===== src/rtl/shadow_stack_unit_pkg.sv =====
// Shared types for the shadow-stack unit: operation codes, FSM states and slot size.
package shadow_stack_unit_pkg;

  localparam int XLEN          = 64;
  localparam int SS_SLOT_BYTES = XLEN / 8;

  typedef enum logic [1:0] {
    SS_PUSH   = 2'd0,
    SS_POPCHK = 2'd1,
    SS_WRSSP  = 2'd2
  } ss_op_t;

  typedef enum logic [2:0] {
    SS_IDLE,
    SS_PUSH_REQ,
    SS_POP_REQ,
    SS_WAIT_RSP,
    SS_DRAIN
  } ss_state_e;

endpackage


===== src/rtl/shadow_stack_unit.sv =====
// Shadow-stack pointer owner: executes SSPUSH / SSPOPCHK against the data cache,
// SSP writes, and ALU SSPINC writebacks.
module shadow_stack_unit
  import shadow_stack_unit_pkg::*;
#(
  parameter logic [XLEN-1:0] SSP_RST_VAL = '0
) (
  input  logic            clk_i,
  input  logic            rst_i,
  input  logic            flush_i,
  input  logic            xBCFIE_i,
  input  logic            valid_i,
  output logic            ready_o,
  input  ss_op_t          op_i,
  input  logic [XLEN-1:0] data_i,
  output logic [XLEN-1:0] ssp_o,
  input  logic            alu_ssp_we_i,
  input  logic [XLEN-1:0] alu_ssp_i,
  output logic            done_o,
  output logic            fault_o,
  output logic            mem_req_o,
  output logic            mem_we_o,
  output logic [XLEN-1:0] mem_addr_o,
  output logic [XLEN-1:0] mem_wdata_o,
  input  logic            mem_gnt_i,
  input  logic            mem_rvalid_i,
  input  logic [XLEN-1:0] mem_rdata_i,
  input  logic            mem_err_i
);

  localparam logic [XLEN-1:0] XLEN_BYTES = XLEN'(SS_SLOT_BYTES);

  ss_state_e       state_q, state_d;
  logic [XLEN-1:0] ssp_q, addr_q, addr_d, data_q, data_d, unit_ssp_d;
  logic            is_pop_q, is_pop_d, unit_ssp_we;
  logic            done_q, done_d, fault_q, fault_d;

  always_comb begin
    state_d     = state_q;
    addr_d      = addr_q;
    data_d      = data_q;
    is_pop_d    = is_pop_q;
    unit_ssp_we = 1'b0;
    unit_ssp_d  = ssp_q;
    done_d      = 1'b0;
    fault_d     = 1'b0;
    mem_req_o   = 1'b0;
    mem_we_o    = 1'b0;
    case (state_q)
      SS_IDLE: if (valid_i) begin
        data_d = data_i;
        case (op_i)
          SS_WRSSP: begin
            unit_ssp_we = 1'b1;
            unit_ssp_d  = data_i;
            done_d      = 1'b1;
          end
          SS_PUSH: if (xBCFIE_i) begin
            addr_d   = ssp_q - XLEN_BYTES;
            is_pop_d = 1'b0;
            state_d  = SS_PUSH_REQ;
          end else done_d = 1'b1;
          SS_POPCHK: if (xBCFIE_i) begin
            addr_d   = ssp_q;
            is_pop_d = 1'b1;
            state_d  = SS_POP_REQ;
          end else done_d = 1'b1;
          default: done_d = 1'b1;
        endcase
      end
      SS_PUSH_REQ, SS_POP_REQ: begin
        mem_req_o = 1'b1;
        mem_we_o  = (state_q == SS_PUSH_REQ);
        // A flush racing the grant still owes us one response, so drain it.
        if (mem_gnt_i)    state_d = flush_i ? SS_DRAIN : SS_WAIT_RSP;
        else if (flush_i) state_d = SS_IDLE;
      end
      SS_WAIT_RSP: begin
        if (mem_rvalid_i) begin
          state_d = SS_IDLE;
          if (!flush_i) begin
            done_d = 1'b1;
            if (is_pop_q) begin
              if (!mem_err_i && mem_rdata_i == data_q) begin
                unit_ssp_we = 1'b1;
                unit_ssp_d  = ssp_q + XLEN_BYTES;
              end else fault_d = 1'b1;
            end else if (!mem_err_i) begin
              unit_ssp_we = 1'b1;
              unit_ssp_d  = addr_q;
            end else fault_d = 1'b1;
          end
        end else if (flush_i) state_d = SS_DRAIN;
      end
      SS_DRAIN: if (mem_rvalid_i) state_d = SS_IDLE;
      default:  state_d = SS_IDLE;
    endcase
  end

  always_ff @(posedge clk_i) begin
    if (rst_i) begin
      state_q  <= SS_IDLE;
      ssp_q    <= SSP_RST_VAL;
      addr_q   <= '0;
      data_q   <= '0;
      is_pop_q <= 1'b0;
      done_q   <= 1'b0;
      fault_q  <= 1'b0;
    end else begin
      state_q  <= state_d;
      addr_q   <= addr_d;
      data_q   <= data_d;
      is_pop_q <= is_pop_d;
      done_q   <= done_d;
      fault_q  <= fault_d;
      // The unit's own SSP write wins over a simultaneous ALU writeback.
      if (unit_ssp_we)       ssp_q <= unit_ssp_d;
      else if (alu_ssp_we_i) ssp_q <= alu_ssp_i;
    end
  end

  assign ready_o     = (state_q == SS_IDLE);
  assign ssp_o       = ssp_q;
  assign done_o      = done_q;
  assign fault_o     = fault_q;
  assign mem_addr_o  = addr_q;
  assign mem_wdata_o = data_q;

  a_no_alu_ssp_in_flight: assert property (
    @(posedge clk_i) disable iff (rst_i) !(alu_ssp_we_i && state_q != SS_IDLE));

endmodule


===== config.mk =====
export PLATFORM = sky130hd
export DESIGN_NAME = shadow_stack_unit
export DESIGN_NICKNAME = d
export VERILOG_FILES = /design/src/rtl/shadow_stack_unit_pkg.sv /design/src/rtl/shadow_stack_unit.sv
export SDC_FILE = /design/constraint.sdc
export NUM_CORES = 1
export LEC_CHECK = 0
export ABC_CLOCK_PERIOD_IN_PS = 7200
export CAP_MARGIN = 20
export CORE_AREA = 2 2 155 157
export CTS_BUF_LIST = sky130_fd_sc_hd__clkbuf_4
export DETAILED_ROUTE_END_ITERATION = 10
export DIE_AREA = 0 0 157 159
export PLACE_DENSITY = 0.89
export SETUP_SLACK_MARGIN = 0.2
export SLEW_MARGIN = 20
export SYNTH_ARGS = -nofsm -noshare
export SYNTH_HDL_FRONTEND = slang
export SYNTH_SLANG_ARGS = --single-unit

===== constraint.sdc =====
create_clock -name clk_i -period 7.2 [get_ports clk_i]
set_input_delay 1.08 -clock clk_i [delete_from_list [all_inputs] [get_ports clk_i]]
set_output_delay 1.08 -clock clk_i [all_outputs]
set_load 0.005 [all_outputs]

==> impl_metrics.csv, run 1 <==
group,metric,value,unit
run_status,status,"finished clean",
place,pre_cts_slack,2210,ps
drt,vias,13400,
global_route,grt_usage,37.1,%
global_route,grt.overflow.total,0,
logic_synthesis,yosys-top-cells-count,"dfxtp_1, nand2_1, nor2_1, a211oi_1, clkbuf_1",
setup_path,r2r-end,"ssp_o[58]",
setup_path,crit_path_frequent_cell,"buf_4",
logic_synthesis,syn_area_per_cell,7.74,um2
die,initial_core_util,51.3,%
die,die_w,157,um
clocking,post_cts_resized,0,
timing,maxSlewViolCount,0,
logic_synthesis,yosys.area.top_type_share,33.3,%
logic_synthesis,syn_area,11900,um2
hold_path,whs_path_depth,2,
logic_synthesis,yosys_most_used_dff,"dfxtp_1",
timing,hold_viol,0,
clocking,cts.path.max_buffers,2,
place,gp_congestion,0.951,
logic_synthesis,synth_top_area_cell,"dfxtp_1",
place,portBuffers,399,
die,dieHeight,159,um
clocking,cts-root-buf,"clkbuf_4",
job,cap_violations,0,
die,ios,400,
hold_path,min_to,"mem_addr_o[1]",
global_route,grt_max_degree,134,
logic_synthesis,synthCells,1537,
logic_synthesis,synth.area.top_cells,"dfxtp_1, a211oi_1, xnor2_1",
setup_path,r2r_slack,2760,ps
drt,drtIter0Drc,1586,
timing,fin_tns_setup,0,ps
clocking,cts_tree,"built",
setup_path,reg2regPathDepth,9,
logic_synthesis,syn_nets,1742,
logic_synthesis,synth_seq_cells,198,
timing,period_needed,4530,ps
drt,final_antenna_net_count,0,
clocking,cts.htree.levels,4,
drt,vias_per_cell,6.25,
timing,period_share,62.9,%
setup_path,cp_slowest_cell,"o31a_2",
setup_path,cp.arrival,5020,ps
drt,first_pass_iters,10,
setup_path,cp_max_fo,76,
timing,rsz0062_at_grt,"false",
final_layout,area_delta_synth_final,35.5,%
drt,wirelength,48100,um
logic_synthesis,synth-edff-count,0,
setup_path,slowest_delay,880,ps
setup_path,worstSetupStartpointType,"input pin",
setup_path,critical-path-top-delay-family,"buffers and inverters",
clocking,numCtsBuffers,17,
clocking,hold_buffers,0,
logic_synthesis,synthArstFlopShare,0,%
logic_synthesis,seq_area_frac_synth,33.3,%
power,leakage,0.00542,uW
global_route,grt_pass1_vias,12500,
setup_path,worstSetupEndpointType,"flip-flop",
die,rows,56,
setup_path,cp_cell_sequence,"clkdlybuf4s50_1, nand2_2, buf_4, nor3b_1, nor2_1, o31a_2, buf_4, a211oi_1, a221oi_1",
timing,finalSetupViolCount,0,
power,ir_drop,0.134,mV
setup_path,required,7690,ps
clocking,clk_pin_slew,190,ps
die,core-area,23200,um2
setup_path,crit_type,"in2reg",
hold_path,hold_path.class,"reg2reg",
logic_synthesis,yosys_warnings,0,
hold_path,min_from,"ssp_o[1]",
final_layout,drive_gt1_share,3.61,%
timing,finalClockSkew,27.7,ps
die,fp.dieArea,25000,um2
setup_path,crit_buf_inv,3,
place,dp.final_hpwl,34700,um
drt,drt-wirelength-per-cell,22.4,um
timing,max_slew_margin,23.8,%
drt,drc,0,
timing,worst_slack,2670,ps
final_layout,post-route-util,69.5,%
power,p_per_area,175,nW/um2
clocking,clock_latency,600,ps
timing,worstMarginPinSlew,1140,ps
logic_synthesis,synth.most_common_cell,"dfxtp_1",
global_route,grt_pass1_wl,72100,um
global_route,antenna_found_initial,3,
clocking,cts.sinks,198,
final_layout,final_nets,2020,
timing,fmax,221,MHz
logic_synthesis,synthDistinctLibCells,62,
setup_path,worstReg2RegStart,"state_q[0]",
clocking,post_cts_buffers,0,
flip-flops by register name (all words and copies together) (netlist names):
register,flops
ssp_o,64
done_o,1
mem_wdata_o,64
state_q,3
fault_o,1
is_pop_q,1
mem_addr_o,64
power by group:
group          internal [uW]  leakage (uW)  total, uW  switching [uW]
clock network            222      0.000166        666             443
registers               1190       0.00163       1340             155
logic                    429       0.00362        818             389
total                   1840       0.00542       2830             988
cell families after synthesis:
group | count (synthesis) | share of synthesized area, %
xor gates and xnor gates | 157 | 11.6
AOI/OAI and AO/OA | 363 | 20.5
buffers and inverters | 179 | 5.80
DFF | 198 | 33.3
and+or+nand+nor | 575 | 23.3
adders and majority gates | 2 | 0.210
muxes | 63 | 5.31
worst min-delay path, stage by stage, from the launching register on:
cell and delay (ps):
dfxtp_1 360, nand2_1 60, a21oi_1 50
worst max path at each step:
stage | startpoint | to | slack [ps] | cells past startpoint
final | valid_i | ssp_o[58] | 2670 | 9
after global routing | state_q[0] | ssp_o[58] | 2510 | 9
after detailed placement | valid_i | ssp_o[58] | 2210 | 9
after CTS | valid_i | ssp_o[58] | 2870 | 9
after floorplan | op_i[1] | mem_addr_o[58] | 4020 | 10
after global placement | valid_i | ssp_o[53] | 2450 | 9
layout make-up:
class                           count  area, um2
Clock buffer                       17        128
Inverter                           27        101
Tap cell                          319        399
Clock inverter                     15        184
Timing Repair Buffer              411       4090
Multi-Input combinational cell   1160       7260
Fill cell                        1826       7060
Antenna cell                        3       7.51
Sequential cell                   198       3970
per-layer routing:
metal	track usage, %	vias to the layer above	part of all wire [%]
met3	9.53	176	11
li1	-	6046	-
met4	21.1	2	6.0
met1	46.1	6320	37
met2	58.3	887	46
met5	0	-	0.027
cell usage in the layout, fill, tap and decap left out, drive strengths merged, types with 11 or more instances in the layout:
cell type      count
a211oi           136
a21oi            111
a221oi            34
and3              17
buf               14
clkbuf            17
clkdlybuf4s50    397
dfxtp            198
inv               35
mux2i             62
nand2            192
nand2b            11
nand3             26
nand4             29
nor2             152
nor2b             15
nor3              39
nor4              37
o21ai             35
or3               16
xnor2            102
xor2              55
metrics by stage:
step | instance area (um2) | hold WS [ps] | total power (uW) | cells
final | 16100 | 468 | 2830 | 2150
after CTS | 16100 | 461 | 2810 | 2147
after global placement | 15800 | 456 | 2140 | 2115
after global routing | 16100 | 490 | 2940 | 2149
after floorplan | 11900 | 457 | 1710 | 1537
after detailed placement | 15800 | 465 | 2160 | 2115
(Power assumes the default switching activity.)
==> inputs of run 2 (changes only) <==
ABC_CLOCK_PERIOD_IN_PS = 4180   (was 7200)
CORE_AREA = not set   (was 2 2 155 157)
CORE_UTILIZATION = 48   (was not set)
DIE_AREA = not set   (was 0 0 157 159)
PLACE_DENSITY = 0.85   (was 0.89)
clock period = 4.18 ns   (was 7.2 ns; I/O delays follow)
==> run 2 against run 1 <==
Against the previous run:
- worst hold slack better by 19 ps
- clock power rose by 79%
- register-to-register slack got worse by 1800 ps
- worst setup slack worse by 1700 ps
- combinational power rose by 71%
- final cell count rose by 0.65%
- die area grew 1.8%
- non-clock buffer count is 10 higher
==> impl_metrics.csv, run 2 (same netlist as run 1, synthesis figures left out) <==
group,metric,value,unit
run_status,status,"finished clean",
drt,drc,0,
global_route,use_met3,8.05,%
timing,worst_slack,925,ps
setup_path,slowest_delay,670,ps
final_layout,final_cell_mix,"clkdlybuf4s50_1, dfxtp_1, nand2_1",
global_route,busiest_layer,"met2",
drt,wirelength,48400,um
timing,fmax,307,MHz
die,initial_core_util,48.9,%
timing,finalClockSkew,38.6,ps
setup_path,cp_cell_sequence,"and4_1, and4_1, nand3_1, or3_1, nand3_1, o211ai_1, a221oi_1",
place,pre_cts_slack,644,ps
timing,finalSetupViolCount,0,
global_route,grt_usage,37.3,%
die,rows,57,
die,core-area,24300,um2
place,gp_congestion,0.931,
final_layout,area_delta_synth_final,36.6,%
setup_path,cp_max_fo,16,
clocking,clk_pin_slew,200,ps
clocking,cts.path.max_buffers,2,
clocking,cts.htree.levels,4,
power,ir_drop,0.162,mV
power,p_per_area,302,nW/um2
timing,period_needed,3260,ps
die,ios,400,
place,portBuffers,399,
die,dieHeight,159,um
clocking,numCtsBuffers,17,
power,finalPower,4910,uW
final_layout,drive_gt1_share,4.13,%
timing,hold_viol,0,
place,dp.final_hpwl,35400,um
global_route,grt_max_degree,124,
die,die_w,159,um
setup_path,cp_slowest_cell,"dfxtp_1",
timing,period_share,77.9,%
setup_path,path_depth,7,
clocking,cts-root-buf,"clkbuf_4",
clocking,post_cts_buffers,0,
clocking,clock_latency,630,ps
die,fp.dieArea,25400,um2
timing,max_slew_margin,33.3,%
final_layout,final_nets,2030,
drt,vias,13100,
setup_path,worstSetupStartpointType,"flip-flop",
global_route,grt_pass1_vias,12200,
drt,drtIter0Drc,1277,
setup_path,r2r_slack,920,ps
place,place_inst,2130,
timing,rsz0062_at_grt,"false",
power,leakage,0.00548,uW
setup_path,crit_buf_inv,0,
clocking,cts.sinks,198,
drt,drt-wirelength-per-cell,22.3,um
hold_path,hold_path.class,"reg2reg",
timing,worstMarginPinSlew,1000,ps
global_route,grt_pass1_wl,73300,um
setup_path,startpoint,"ssp_o[15]",
timing,fin_tns_setup,0,ps
setup_path,critical-path-top-delay-family,"simple AND/OR/NAND/NOR gates",
setup_path,worstReg2RegStart,"ssp_o[15]",
setup_path,reg2regPathDepth,7,
setup_path,cp.arrival,3770,ps
setup_path,required,4700,ps
global_route,antenna_found_initial,4,
drt,first_pass_iters,6,
timing,maxSlewViolCount,0,
final_layout,final_common_cell,"clkdlybuf4s50_1",
clocking,hold_buffers,0,
setup_path,worstSetupEndpointType,"flip-flop",
final_layout,final_cells,2164,
global_route,grt.overflow.total,0,
clocking,post_cts_resized,0,
setup_path,setup.worst_path.end,"ssp_o[43]",
clocking,cts_tree,"built",
global_route,grtUsageMet2,60.1,%
setup_path,crit_type,"reg2reg",
drt,vias_per_cell,6.08,
setup_path,r2r-end,"ssp_o[43]",
global_route,use_met1,47.6,%
hold_path,whs_path_depth,2,
drt,final_antenna_net_count,0,
job,cap_violations,0,
## run 2: cell count changes in the layout (fill, tap and decap cells not counted), moves of 2 or more
cell,change
inv_6,-5
buf_12,+2
buf_4,+9
clkinv_8,+3
inv_8,+2
## run 2: how the worst min path moves through the flow
stage / end / slack [ps] / from
2_1_floorplan: mem_addr_o[0] / 460 / ssp_o[0]
3_3_place_gp: mem_addr_o[4] / 460 / mem_addr_o[4]
3_5_place_dp: mem_addr_o[3] / 460 / mem_addr_o[3]
4_1_cts: mem_wdata_o[55] / 480 / rst_i
5_1_grt: mem_wdata_o[51] / 490 / rst_i
6_report: mem_addr_o[3] / 490 / mem_addr_o[3]
## run 2: final cells by class
class	instances	area, um2
Fill cell	2025	8060
Multi-Input combinational cell	1160	7260
Timing Repair Buffer	421	4180
Sequential cell	198	3970
Tap cell	324	405
Clock inverter	15	214
Clock buffer	17	128
Inverter	27	101
Antenna cell	2	5.00
## run 2: worst min-delay path, delay by kind of cell, from the launching register on
family,cells,cell delay (ps)
compound gates,1,50
simple gates,1,60
flops,1,360
## run 2: power by group
group / leakage (uW) / total [uW] / internal [uW] / switching [uW]
Sequential: 0.00163 / 2320 / 2050 / 273
Combinational: 0.00367 / 1400 / 744 / 660
Clock: 0.000173 / 1190 / 395 / 790
Total: 0.00548 / 4910 / 3190 / 1720
## run 2: metrics by stage
stage	hold WS [ps]	utilization (%)	area [um2]
floorplan	457	-	11900
global placement	459	65.4	15900
detailed placement	464	65.4	15900
CTS	483	66.8	16300
global route	488	66.9	16300
finish	486	66.9	16300
## run 2: routing by layer
layer	wire [um]	up-vias
li1	-	6049
met1	19200	6187
met2	22500	784
met3	4530	124
met4	2070	4
met5	28	-
==> inputs of run 3 (changes only) <==
ABC_CLOCK_PERIOD_IN_PS = 3200   (was 4180)
clock period = 3.2 ns   (was 4.18 ns; I/O delays follow)
==> run 3 against run 2 <==
Against the previous run:
- register-to-register slack lost 520 ps
- sequential power up 29%
- clock power is 14% higher
- fmax is 16% higher
- critical path depth did not move
- largest cell class unchanged
- critical endpoint is now mem_addr_o[43]
- sequential share of layout area fell by 0.36 points
==> impl_metrics.csv, run 3 (same netlist as run 1, synthesis figures left out) <==
group,metric,value,unit
timing,period_share,87.5,%
clocking,numCtsBuffers,17,
die,initial_core_util,48.9,%
power,pwr-share-comb,31.1,%
power,power.share.switching,35.8,%
final_layout,final_cell_mix,"clkdlybuf4s50_1, dfxtp_1, nand2_1",
die,fp.dieArea,25400,um2
final_layout,area_delta_synth_final,38.7,%
setup_path,worstSetupEndpointType,"flip-flop",
clocking,clk_pin_slew,210,ps
timing,worstMarginPinSlew,988,ps
drt,wirelength,49300,um
final_layout,final_common_cell,"clkdlybuf4s50_1",
timing,rsz0062_at_grt,"false",
timing,hold_viol,0,
setup_path,r2r_slack,400,ps
global_route,grt.overflow.total,0,
clocking,cts.htree.levels,4,
global_route,antenna_found_initial,3,
timing,maxSlewViolCount,0,
clocking,cts.sinks,198,
die,core-area,24300,um2
power,pwr-share-clk,21.5,%
setup_path,cp_max_fo,7,
place,portBuffers,399,
global_route,grt_usage,37.6,%
timing,worst_slack,401,ps
final_layout,nFillCells,2054,
drt,vias_per_cell,6.12,
power,internal-power,4040,uW
clocking,cts.path.max_buffers,2,
place,pre_cts_slack,-126,ps
power,p_sw,2260,uW
die,ios,400,
global_route,grt_pass1_wl,74200,um
drt,drtIter0Drc,1473,
timing,finalClockSkew,52.9,ps
drt,drc,0,
die,dieHeight,159,um
clocking,clock_latency,630,ps
power,finalPower,6300,uW
power,leakage,0.00565,uW
run_status,status,"finished clean",
setup_path,r2r-end,"mem_addr_o[43]",
setup_path,setup.worst_path.end,"mem_addr_o[43]",
setup_path,crit_type,"reg2reg",
power,pwr-share-seq,47.4,%
setup_path,worstReg2RegStart,"ssp_o[28]",
global_route,grt_max_degree,124,
timing,finalSetupViolCount,0,
clocking,post_cts_buffers,0,
place,gp_congestion,0.912,
final_layout,final_nets,2063,
setup_path,reg2regPathDepth,7,
place,dp.final_hpwl,36200,um
die,rows,57,
setup_path,required,3710,ps
hold_path,hold_path.class,"in2reg",
clocking,cts-root-buf,"clkbuf_4",
power,ir_drop,0.303,mV
final_layout,drive_gt1_share,5.83,%
drt,drt-wirelength-per-cell,22.4,um
timing,fmax,357,MHz
job,cap_violations,0,
timing,max_slew_margin,34.1,%
setup_path,cp.arrival,3310,ps
setup_path,worstSetupStartpointType,"flip-flop",
setup_path,startpoint,"ssp_o[28]",
timing,period_needed,2800,ps
drt,vias,13500,
power,p_per_area,382,nW/um2
global_route,grt_pass1_vias,12600,
die,die_w,159,um
clocking,cts_tree,"built",
drt,final_antenna_net_count,0,
drt,first_pass_iters,5,
==> run 3: worst min path at each step <==
stage	start	to	slack, ps	cells after the start
final	rst_i	mem_wdata_o[6]	320	2
after global placement	mem_addr_o[4]	mem_addr_o[4]	460	2
after CTS	rst_i	mem_wdata_o[3]	330	2
after global routing	rst_i	mem_wdata_o[3]	360	2
after detailed placement	mem_addr_o[4]	mem_addr_o[4]	470	2
after floorplan	ssp_o[0]	mem_addr_o[0]	460	2
==> run 3: what timing repair did <==
item / CTS / global route
hold buffers: 0 / 0
endpoints found under the setup margin: 0 / 4
resized for setup: 0 / 2
==> run 3: final cells by class <==
class                   instances  area [um2]  share of cell area, %
multi-input cells            1160        7270                   44.0
repair buffers                454        4490                   27.2
flip-flops and latches        198        3970                   24.0
well taps                     324         405                   2.46
clock inverters                15         136                  0.826
clock buffers                  17         128                  0.773
inverters                      27         101                  0.614
diodes                          2        5.00                 0.0303
==> run 3: power groups by stage <==
stage | Sequential, uW | Combinational (uW) | Clock [uW]
floorplan | 2910 | 936 | 0
global placement | 3020 | 1900 | 0
detailed placement | 3020 | 1930 | 0
CTS | 2970 | 1940 | 1350
global route | 3010 | 2090 | 1460
finish | 2990 | 1960 | 1360
==> run 3: stage by stage <==
stage / cells / utilization [%] / instance area, um2 / hold slack [ps] / TNS, ps
after detailed placement: 2163 / 66.7 / 16200 / 473 / -1460
final: 2197 / 67.9 / 16500 / 324 / 0
after global routing: 2197 / 67.9 / 16500 / 356 / 0
after floorplan: 1537 / - / 11900 / 457 / 0
after CTS: 2195 / 67.8 / 16500 / 332 / 0
after global placement: 2163 / 66.7 / 16200 / 457 / 0
==> run 3: per-layer routing <==
layer	GRT usage, %	vias up	wire length (um)
met4	18.0	0	2380
met5	0	-	0
li1	-	6131	-
met1	48.2	6354	19700
met2	61.4	827	22700
met3	6.20	138	4500
==> run 3: worst max-delay path, cell delays in order (launching register included) <==
cell,delay [ps]
dfxtp_1,440
or4_4,480
or4_4,460
nor3_2,320
nand3_1,240
nor4b_1,410
xnor2_1,110
a211oi_1,250
